[src/rtl/run_stream_pkg.sv]
// Shared types and defaults for the run stream transmitter.
// Imported by the transmitter top and its run monitor.
package run_stream_pkg;

  localparam int DETECT_N_DEF = 4;
  localparam int LEN_W_DEF    = 4;

  typedef enum logic {
    IDLE,
    SEND
  } tx_state_t;

endpackage

[src/rtl/run_stream_monitor.sv]
// Run monitor: flags DETECT_N consecutive equal samples of s.
// Mirrors the downstream detector so run_flag lines up with it.
module run_monitor
  import run_stream_pkg::*;
#(
  parameter int DETECT_N = DETECT_N_DEF
) (
  input  logic clk,
  input  logic rst_n,
  input  logic s,
  output logic flag
);

  localparam int CW = $clog2(DETECT_N + 1);
  localparam logic [CW-1:0] CMAX = CW'(DETECT_N);
  localparam logic [CW-1:0] CONE = CW'(1);

  logic          hist_bit_q;
  logic          hist_valid_q;
  logic [CW-1:0] cnt_q;
  logic [CW-1:0] cnt_d;

  // Saturate at DETECT_N so a long hold never wraps the flag off.
  always_comb begin
    cnt_d = CONE;
    if (hist_valid_q && (s == hist_bit_q)) begin
      cnt_d = (cnt_q == CMAX) ? CMAX : cnt_q + CONE;
    end
  end

  always_ff @(posedge clk or negedge rst_n) begin
    if (!rst_n) begin
      hist_bit_q   <= 1'b0;
      hist_valid_q <= 1'b0;
      cnt_q        <= '0;
    end else begin
      hist_bit_q   <= s;
      hist_valid_q <= 1'b1;
      cnt_q        <= cnt_d;
    end
  end

  assign flag = (cnt_q == CMAX);

endmodule

[src/rtl/run_stream_tx.sv]
// Serial run transmitter: expands (bit, len) commands onto w_out.
// Paced by bit_en, with back-to-back reload on the last bit.
module run_stream_tx
  import run_stream_pkg::*;
#(
  parameter int LEN_W    = LEN_W_DEF,
  parameter int DETECT_N = DETECT_N_DEF
) (
  input  logic             clk,
  input  logic             rst_n,
  input  logic             cmd_valid,
  output logic             cmd_ready,
  input  logic             cmd_bit,
  input  logic [LEN_W-1:0] cmd_len,
  input  logic             bit_en,
  output logic             w_out,
  output logic             w_strobe,
  output logic             busy,
  output logic             done,
  output logic             run_flag
);

  localparam logic [LEN_W-1:0] REM_ONE = LEN_W'(1);

  tx_state_t        state_q;
  logic [LEN_W-1:0] rem_q;
  logic             cur_bit_q;
  logic             w_out_q;
  logic             w_strobe_q;
  logic             done_q;

  logic last;
  logic accept;
  logic load;

  assign last      = (state_q == SEND) & bit_en & (rem_q == REM_ONE);
  assign cmd_ready = (state_q == IDLE) | last;
  assign accept    = cmd_valid & cmd_ready;
  assign load      = accept & (cmd_len != '0);

  always_ff @(posedge clk or negedge rst_n) begin
    if (!rst_n) begin
      state_q    <= IDLE;
      rem_q      <= '0;
      cur_bit_q  <= 1'b0;
      w_out_q    <= 1'b0;
      w_strobe_q <= 1'b0;
      done_q     <= 1'b0;
    end else begin
      w_strobe_q <= 1'b0;
      done_q     <= 1'b0;
      unique case (state_q)
        IDLE: begin
          if (load) begin
            cur_bit_q <= cmd_bit;
            rem_q     <= cmd_len;
            state_q   <= SEND;
          end
        end
        SEND: begin
          if (bit_en) begin
            w_out_q    <= cur_bit_q;
            w_strobe_q <= 1'b1;
            if (!last) begin
              rem_q <= rem_q - REM_ONE;
            end else if (load) begin
              cur_bit_q <= cmd_bit;
              rem_q     <= cmd_len;
            end else begin
              state_q <= IDLE;
              done_q  <= 1'b1;
            end
          end
        end
      endcase
    end
  end

  run_monitor #(
    .DETECT_N(DETECT_N)
  ) u_mon (
    .clk  (clk),
    .rst_n(rst_n),
    .s    (w_out_q),
    .flag (run_flag)
  );

  assign w_out    = w_out_q;
  assign w_strobe = w_strobe_q;
  assign busy     = (state_q == SEND);
  assign done     = done_q;

endmodule

[config.mk]
export PLATFORM = sky130hd
export DESIGN_NAME = run_stream_tx
export DESIGN_NICKNAME = d
export VERILOG_FILES = /design/src/rtl/run_stream_pkg.sv /design/src/rtl/run_stream_monitor.sv /design/src/rtl/run_stream_tx.sv
export SDC_FILE = /design/constraint.sdc
export NUM_CORES = 1
export LEC_CHECK = 0
export ABC_AREA = 1
export CORE_UTILIZATION = 53
export DETAILED_ROUTE_END_ITERATION = 10
export PLACE_DENSITY_LB_ADDON = 0.1
export SLEW_MARGIN = 20
export SYNTH_ARGS = -nofsm -noshare
export SYNTH_HDL_FRONTEND = slang
export SYNTH_HIERARCHICAL = 1
export SYNTH_SLANG_ARGS = --single-unit
[constraint.sdc]
create_clock -name clk -period 2.34 [get_ports clk]
set_clock_uncertainty 0.1 [all_clocks]
set_input_delay 0.351 -clock clk [delete_from_list [all_inputs] [get_ports clk]]
set_output_delay 0.351 -clock clk [all_outputs]
set_load 0.01 [all_outputs]
Yosys cells after proc, flatten, opt, wreduce, memory -nomap -nowiden
Cells that the tools add are included.
{ "word_totals": {"ff_bits": 14, "inputBits": 9, "out_inout_bits": 6} }
{ "classes": {"add_sub_neg": 2, "n_eq_ne": 5, "mux": 20, "bitwise": 6, "n_reduce_logical": 4} }
{ "ops": {"columns": ["cell", "n"], "rows": [
  ["2-to-1 mux 1 bit", 12],
  ["2-to-1 mux 4 bit", 3],
  ["case mux 4 bit (2 select lines)", 1],
  ["2-to-1 mux 3 bit", 2],
  ["bitwise AND 1 bit", 4],
  ["== test 4 x 1 -> 1 bit, second input constant", 1],
  ["case mux 1 bit (2 select lines)", 2],
  ["AND reduction 2 bit", 2],
  ["nonzero test 4 bit", 1],
  ["subtractor 4 x 1 -> 4 bit, second input constant", 1],
  ["adder 3 x 1 -> 3 bit, second input constant", 1],
  ["== test 3 bit, second input constant", 1],
  ["!= test 2 x 1 -> 1 bit, second input constant", 1],
  ["!= test 2 bit, second input constant", 1],
  ["== test 1 bit", 1],
  ["logical AND 1 bit", 1],
  ["NOT 1 bit", 1],
  ["OR 1 bit", 1]
]} }

Logic depth before layout (Yosys ltp)
Gate-level depths: netlist (run 1).
{ "depth": {"depth_word": 9, "depth_mapped": 10, "ltp_nobuf": 10} }

By module
Netlist (run 1), hierarchy kept.
{ "modules_own_cells": {"columns": ["mod", "n_inst", "cells_per_inst", "area_per_inst_um2", "seq_area_each_um2"], "rows": [
  ["run_stream_tx", 1, 69, 534.3, 225.2],
  ["run_monitor", 1, 27, 229.0, 125.1]
]} }

Worst setup path after synthesis (run 1)
OpenSTA, ideal clock, no wires.
{ "synth_path": {"path_type": "register to output", "start": "register rem_q[1]", "end": "output cmd_ready", "t_arrival_ns": 0.963, "required_time_ns": 1.889, "setup_slack_ns": 0.926, "stages_incl_launch_ff": 7, "path_buffers": 0, "cell_sequence": "dfrtp_1 > inv_1 > ha_1 > inv_1 > nor2_1 > nand2_2 > nand2_4"} }
{ "synth_via": {"elab_chain_len": 3} }
{ "synth_rtl": {"columns": ["element", "line", "text"], "rows": [
  ["start: declaration", "run_stream_tx.sv:26", "logic [LEN_W-1:0] rem_q;"],
  ["start signal: assignment", "run_stream_tx.sv:56", "rem_q <= cmd_len;"],
  ["start signal: assignment", "run_stream_tx.sv:65", "rem_q <= rem_q - REM_ONE;"],
  ["start signal: assignment", "run_stream_tx.sv:68", "rem_q <= cmd_len;"],
  ["== test 4 x 1 -> 1 bit", "run_stream_tx.sv:36", "assign last = (state_q == SEND) & bit_en & (rem_q == REM_ONE);"],
  ["bitwise AND 1 bit", "run_stream_tx.sv:36", null],
  ["OR 1 bit", "run_stream_tx.sv:37", "assign cmd_ready = (state_q == IDLE) | last;"],
  ["end: declaration", "run_stream_tx.sv:12", "output logic cmd_ready,"]
]} }
Every way passes these cells.

Worst setup path after layout (run 1)
{ "layout_path": {"start": "register u_mon.cnt_q[0]", "end": "output run_flag"} }
{ "layout_via": {"elab_chain_len": 1} }
{ "layout_rtl": {"columns": ["element", "line", "text"], "rows": [
  ["start: declaration", "run_stream_monitor.sv:20", "logic [CW-1:0] cnt_q;"],
  ["start signal: assignment", "run_stream_monitor.sv:39", "cnt_q <= cnt_d;"],
  ["== test 3 bit", "run_stream_monitor.sv:43", "assign flag = (cnt_q == CMAX);"],
  ["end: declaration", "run_stream_tx.sv:20", "output logic run_flag"]
]} }
Every way passes these cells.

==> impl_metrics.csv, run 1 <==
group,metric,value,unit
critical_path,worst-setup-path-type,"reg2out",
critical_path,cp_cell_sequence,"inv_1, ha_1, nand2_1, inv_1, clkdlybuf4s50_1",
critical_path,arrival,1540,ps
clock_tree,cts_max_path_buffers,2,
clock_tree,worstSkewPairLatency,280,ps
global_route,gr-usage-all-layers,23.2,%
placed_design,post-dp-hpwl,1110,um
synth,synth.area.mux_share,0,%
placed_design,io_buffer_count,14,
floorplan,rows,13,
synth,netlist.area_leader.share,45.9,%
timing,fin_ws,348,ps
synth,synth_seq_area_share,45.9,%
pwr,ir_worst_vdd,0.000582,V
cells_and_area,n_antenna_cell,0,
synth,synth_area_leaders,"dfrtp_1, nand2_1, inv_1, ha_1, nor2_1",
pwr,total_power,922,uW
critical_path,end_kind,"output pin",
critical_path,path_common_cell,"inv_1",
timing,tightest_slew,597,ps
flow_run,cap_violations,0,
route,drt_iter0_markers,6,
synth,yosys.area_share.simple,36.2,%
cells_and_area,drive_gt1_share,10.5,%
critical_path,path_max_fanout,3,
timing,rsz0062_at_grt,"no",
route,routed_wl,1370,um
timing,period_share,85.1,%
status,outcome,"finished, final reports clean",
clock_tree,cts_buffers,3,
timing,whs,347,ps
clock_tree,clock_tree.root_cell,"clkbuf_4",
cells_and_area,final_nets,129,
synth,synthAdderAreaFrac,6.56,%
route,drc_errors,0,
synth,async_flop_share,100,%
route,wire_per_inst,10.6,um
route,num_vias,640,
floorplan,design.core.area,1320,um^2
synth,synth_area,763,um^2
timing,drv_slew,0,
route,ant_nets,0,
floorplan,initial_core_util,57.9,%
critical_path,r2r_cells,10,
global_route,grt-ovfl-total,0,
pwr,p_leak,0.541,nW
critical_path,worst_ep_required_time,1890,ps
route,first_pass_iters,4,
synth,yosysWarnings,6,
clock_tree,ctsHoldBuffers,0,
floorplan,io_pins,15,
global_route,grt_antenna_before_repair,0,
route,via_per_inst,4.96,
global_route,grt_pass1_wl,2350,um
placed_design,place_worst_setup_slack,142,ps
clock_tree,cts_max_level,1,
synth,synth_top_area_cell,"dfrtp_1",
clock_tree,post_cts_buffers,0,
floorplan,die_height,40.0,um
synth,synth_nets,109,
synth,synth_edf_count,0,
timing,finalHoldViolCount,0,
synth,ys_types,16,
timing,min_period,1990,ps
synth,synth.most_common_cell,"nand2_1",
synth,syn_inst,96,
min_path,hold_path.class,"in2async",
critical_path,worstSetupStartpointType,"flop",
cells_and_area,areaGrowthSynthToFinish,25.4,%
global_route,grt_pass1_vias,593,
synth,synth_top_family_by_area,"simple AND/OR/NAND/NOR gates",
floorplan,dieArea,1600,um^2
placed_design,gp_congestion,0.777,
synth,synth.top_cells.by_count,"nand2_1, inv_1, dfrtp_1",
timing,relSlewSlack,60.1,%
synth,yosys_most_used_dff,"dfrtp_1",
synth,synth-compound-area-share,1.31,%
global_route,grt_max_degree,15,
clock_tree,cts_tree,"built",
timing,fin_tns_setup,0,ps
clock_tree,cts.sinks,14,
timing,setup_viol,0,
synth,synth_area_per_cell,7.95,um^2
clock_tree,clk_pin_slew,80,ps
critical_path,cp_slowest_cell,"clkdlybuf4s50_1",
critical_path,max_stage_delay,520,ps
synth,synth_xor_area_share,1.15,%
floorplan,fp.dieW,40.0,um
timing,clock.fmax,0.502,GHz
synth,synth.ff_latch_count,14,
pwr,powerDensity,963,nW/um^2
==> metal layers <==
| metal | global-route usage [%] | share of wire, % |
|---|---|---|
| met2 | 33.5 | 46 |
| met4 | 11.2 | 1.5 |
| met5 | 0 | 0 |
| met3 | 8.89 | 3.9 |
| met1 | 30.3 | 48 |
==> final cells by class <==
type	count	area (um^2)
clock buffers	3	22.5
fillers	112	360
well taps	15	18.8
repair buffers	15	150
multi-input cells	65	352
inverters	17	63.8
flip-flops and latches	14	350
==> timing repair <==
| item | 4_1_cts | 5_1_grt |
|---|---|---|
| endpoints found under the setup margin | 0 | 1 |
| resized for setup | 0 | 2 |
| hold endpoints to repair | 0 | 0 |
==> power breakdown <==
part	switching [mW]	leakage (nW)	internal, mW	total, mW
logic	0.205	0.360	0.175	0.380
clock network	0.0728	0.0138	0.0597	0.133
registers	0.0816	0.167	0.328	0.410
==> metrics by stage <==
stage               area, um^2  utilization (%)  std cells
floorplan                  763                -         96
global placement           930             70.6        126
detailed placement         930             70.6        126
CTS                        952             72.3        129
global route               957             72.6        129
finish                     957             72.6        129
==> layout by cell type (no fill, tap or decap) <==
cell type	instances
xnor2_1	1
dlymetal6s2s_1	1
ha_1	4
clkdlybuf4s50_1	13
nand3b_1	3
a21oi_1	2
clkbuf_4	3
dfrtp_1	14
conb_1	1
nor2_1	12
nand2_1	22
buf_4	1
nand2_2	3
nand2_4	2
nor3_1	1
nand4_1	3
nand3_1	8
nor2_4	1
nor2_2	2
inv_1	17
==> worst paths after layout <==
kind,startpoint,slack (ps),end
max,u_mon/cnt_q[0],350,run_flag
min,rst_n,350,rem_q[3]
max reg2reg,rem_q[0],760,rem_q[3]
min reg2reg,w_out,370,u_mon/hist_bit_q
max in group asynchronous,rst_n,1410,u_mon/cnt_q[1]
min in group clk,w_out,370,u_mon/hist_bit_q
==> worst max-delay path, delay by kind of cell, from the launching register on <==
family,cells,cell delay [ps]
flip-flops,1,390
AND/OR/NAND/NOR,1,80
buffers and inverters,3,660
adder cells (fa/ha/maj),1,140
==> flip-flops by register name, indices dropped and copies added, names as in the netlist <==
name	cells
busy	1
cur_bit_q	1
done	1
rem_q	4
u_mon/cnt_q	3
u_mon/hist_bit_q	1
u_mon/hist_valid_q	1
w_out	1
w_strobe	1
==> cell families (layout without fill, tap and decap cells) <==
family / count (synthesis) / after routing
fa+ha+maj: 4 / 4
xor+xnor: 1 / 1
buf+inv: 17 / 35
simple gates: 57 / 57
flops: 14 / 14
compound gates: 2 / 2
other cells: 1 / 1
(Power assumes the default switching activity.)
==> inputs of run 2 (changes only) <==
--- a/config.mk
+++ b/config.mk
@@ -5,10 +5,11 @@
 export SDC_FILE = /design/constraint.sdc
 export NUM_CORES = 1
 export LEC_CHECK = 0
-export ABC_AREA = 1
-export CORE_UTILIZATION = 53
+export CORE_UTILIZATION = 52
 export DETAILED_ROUTE_END_ITERATION = 10
+export HOLD_SLACK_MARGIN = 0.1
 export PLACE_DENSITY_LB_ADDON = 0.1
+export RECOVER_POWER = 50
 export SLEW_MARGIN = 20
 export SYNTH_ARGS = -nofsm -noshare
 export SYNTH_HDL_FRONTEND = slang
==> run 2 against run 1 <==
Against the previous run: critical endpoint unchanged; largest power group unchanged; synthesized area decreased by 2.6%; global-route usage decreased by 3.0 points; final area decreased by 1.8%; first-iteration DRC count unchanged; clock-buffer cell count unchanged; final cell count decreased by 21%; flip-flop and latch count unchanged; core utilization decreased by 1.3 points; combinational power decreased by 27%; power decreased by 13%; synthesized cell count decreased by 29%.
==> impl_metrics.csv, run 2 <==
group,metric,value,unit
pwr,p_leak,0.430,nW
status,outcome,"finished, final reports clean",
synth,synth.most_common_cell,"dfrtp_1",
pwr,powerDensity,858,nW/um^2
synth,synth_area_per_cell,10.9,um^2
route,drc_errors,0,
global_route,grt_antenna_before_repair,0,
route,wl_met2,613,um
cells_and_area,stdcell_count,102,
global_route,grt_pass1_wl,2040,um
clock_tree,cts_max_level,1,
timing,drv_slew,0,
synth,yosys_most_used_dff,"dfrtp_1",
synth,synth_area,743,um^2
critical_path,worst_ep_required_time,1890,ps
critical_path,worstSetupStartpointType,"flop",
synth,async_flop_share,100,%
clock_tree,cts_max_path_buffers,2,
placed_design,dpl_cell_area,917,um^2
route,wire_per_inst,13.8,um
placed_design,gp_congestion,0.790,
placed_design,post-dp-hpwl,1010,um
clock_tree,cts.sinks,14,
critical_path,cp_cell_sequence,"inv_1, ha_1, and2_1, clkdlybuf4s50_1",
clock_tree,post_cts_buffers,0,
route,wl_met3,71,um
clock_tree,clk_pin_slew,80,ps
floorplan,fp.dieW,39.8,um
critical_path,worst-setup-path-type,"reg2out",
cells_and_area,final_nets,102,
floorplan,design.core.area,1320,um^2
critical_path,r2r_slack,600,ps
placed_design,dp_cells,99,
timing,fin_ws,356,ps
floorplan,rows,13,
floorplan,dieArea,1580,um^2
placed_design,io_buffer_count,14,
flow_run,cap_violations,0,
synth,yosysWarnings,6,
route,drt_iter0_markers,6,
clock_tree,clock_tree.root_cell,"clkbuf_4",
critical_path,cpLargestDelayFamily,"buffers and inverters",
cells_and_area,final_cell_mix,"dfrtp_1, clkdlybuf4s50_1, inv_1",
min_path,hold_path.class,"reg2reg",
timing,fin_tns_setup,0,ps
synth,synth_nets,81,
clock_tree,cts_buffers,3,
floorplan,initial_core_util,56.4,%
timing,clock.fmax,0.504,GHz
timing,tightest_slew,616,ps
cells_and_area,n_antenna_cell,0,
cells_and_area,regMostFlops,"rem_q",
floorplan,io_pins,15,
global_route,grt_pass1_vias,459,
placed_design,place_worst_setup_slack,215,ps
critical_path,path_max_fanout,3,
timing,finalHoldViolCount,0,
cells_and_area,reg_top3,"rem_q: 4 flops, u_mon/cnt_q: 3 flops",
cells_and_area,layout_commonest_cell,"dfrtp_1",
clock_tree,cts_tree,"built",
clock_tree,worstSkewPairLatency,270,ps
critical_path,max_stage_delay,520,ps
synth,synth_top_area_cell,"dfrtp_1",
synth,synth.top_cells.by_count,"dfrtp_1, inv_1, nand2_1",
synth,ys_types,31,
synth,synth_seq_area_share,47.1,%
cells_and_area,largest_reg_flops,4,
critical_path,end_kind,"output pin",
route,top_layer_used,"met4",
route,ant_nets,0,
synth,netlist.area_leader.share,47.1,%
cells_and_area,areaGrowthSynthToFinish,26.4,%
timing,period_share,84.8,%
critical_path,cp_slowest_cell,"clkdlybuf4s50_1",
route,num_vias,584,
critical_path,arrival,1530,ps
route,met1_length,705,um
route,via_per_inst,5.73,
timing,relSlewSlack,58.8,%
route,routed_wl,1410,um
synth,synth_edf_count,0,
cells_and_area,final_area,940,um^2
critical_path,crit_buf_inv,2,
global_route,grt_max_degree,15,
synth,synth_area_leaders,"dfrtp_1, ha_1, inv_1, mux2_1, nand2_1",
timing,rsz0062_at_grt,"no",
synth,syn_inst,68,
pwr,ir_worst_vdd,0.000609,V
cells_and_area,fill_cells,99,
global_route,grt-ovfl-total,0,
timing,setup_viol,0,
cells_and_area,drive_gt1_share,14.9,%
floorplan,die_height,39.8,um
global_route,gr-usage-all-layers,20.2,%
synth,synth.ff_latch_count,14,
timing,min_period,1980,ps
route,first_pass_iters,4,
-- run 2: routing by layer --
layer  vias to the layer above  track usage, %
li1                        282               -
met4                         0            7.76
met3                         2            5.11
met5                         -               0
met2                        15            26.6
met1                       285            30.9
-- run 2: worst register-to-register path, stage by stage, from the launching register on --
cell and delay (ps):
dfrtp_1 400, inv_1 80, ha_1 220, nand2_2 80, o31ai_4 180, buf_4 180, nand2_2 80, mux2_1 310
-- run 2: metrics by stage --
step	utilization, %	hold slack [ps]	total power, mW
floorplan	-	-44.6	0.578
global placement	69.6	333	0.671
detailed placement	69.6	334	0.681
CTS	71.3	352	0.811
global route	71.3	370	0.864
finish	71.3	359	0.806
-- run 2: power by group --
group          leakage [nW]  internal [mW]  switching [mW]
registers             0.162          0.320          0.0751
logic                 0.254          0.151           0.128
clock network        0.0138         0.0595          0.0729
total                 0.430          0.531           0.276
-- run 2: final cells by class --
| class | instances | area [um^2] | area share, % |
|---|---|---|---|
| tap | 15 | 18.8 | 2.00 |
| timing repair buffer | 16 | 154 | 16.4 |
| sequential | 14 | 352 | 37.4 |
| clock buffer | 3 | 22.5 | 2.40 |
| inverter | 7 | 26.3 | 2.80 |
| multi-input combinational | 47 | 367 | 39.0 |
-- run 2: final timing paths --
path | from | end | depth (start not counted)
worst max-delay path | u_mon/cnt_q[0] | run_flag | 4
worst min-delay path | w_out | u_mon/hist_bit_q | 0
worst max register to register | rem_q[1] | cur_bit_q | 7
worst min register to register | w_out | u_mon/hist_bit_q | 0
max in group asynchronous | rst_n | rem_q[0] | 1
min in group asynchronous | rst_n | rem_q[3] | 1
-- run 2: timing repair --
item	in CTS	in global routing
resized for setup	0	2
endpoints found under the setup margin	0	1
hold buffers	0	0
-- run 2: cell families (layout without fill, tap and decap cells) --
| family | count (synthesis) | in the layout | share of synthesized area (%) |
|---|---|---|---|
| AOI/OAI and AO/OA | 14 | 14 | 15.5 |
| xor gates and xnor gates | 1 | 1 | 1.18 |
| adders and majority gates | 4 | 4 | 6.73 |
| buffers and inverters | 7 | 26 | 3.54 |
| DFF | 14 | 14 | 47.1 |
| muxes | 4 | 4 | 5.89 |
| other | 1 | 1 | 0.505 |
| and+or+nand+nor | 23 | 23 | 19.5 |
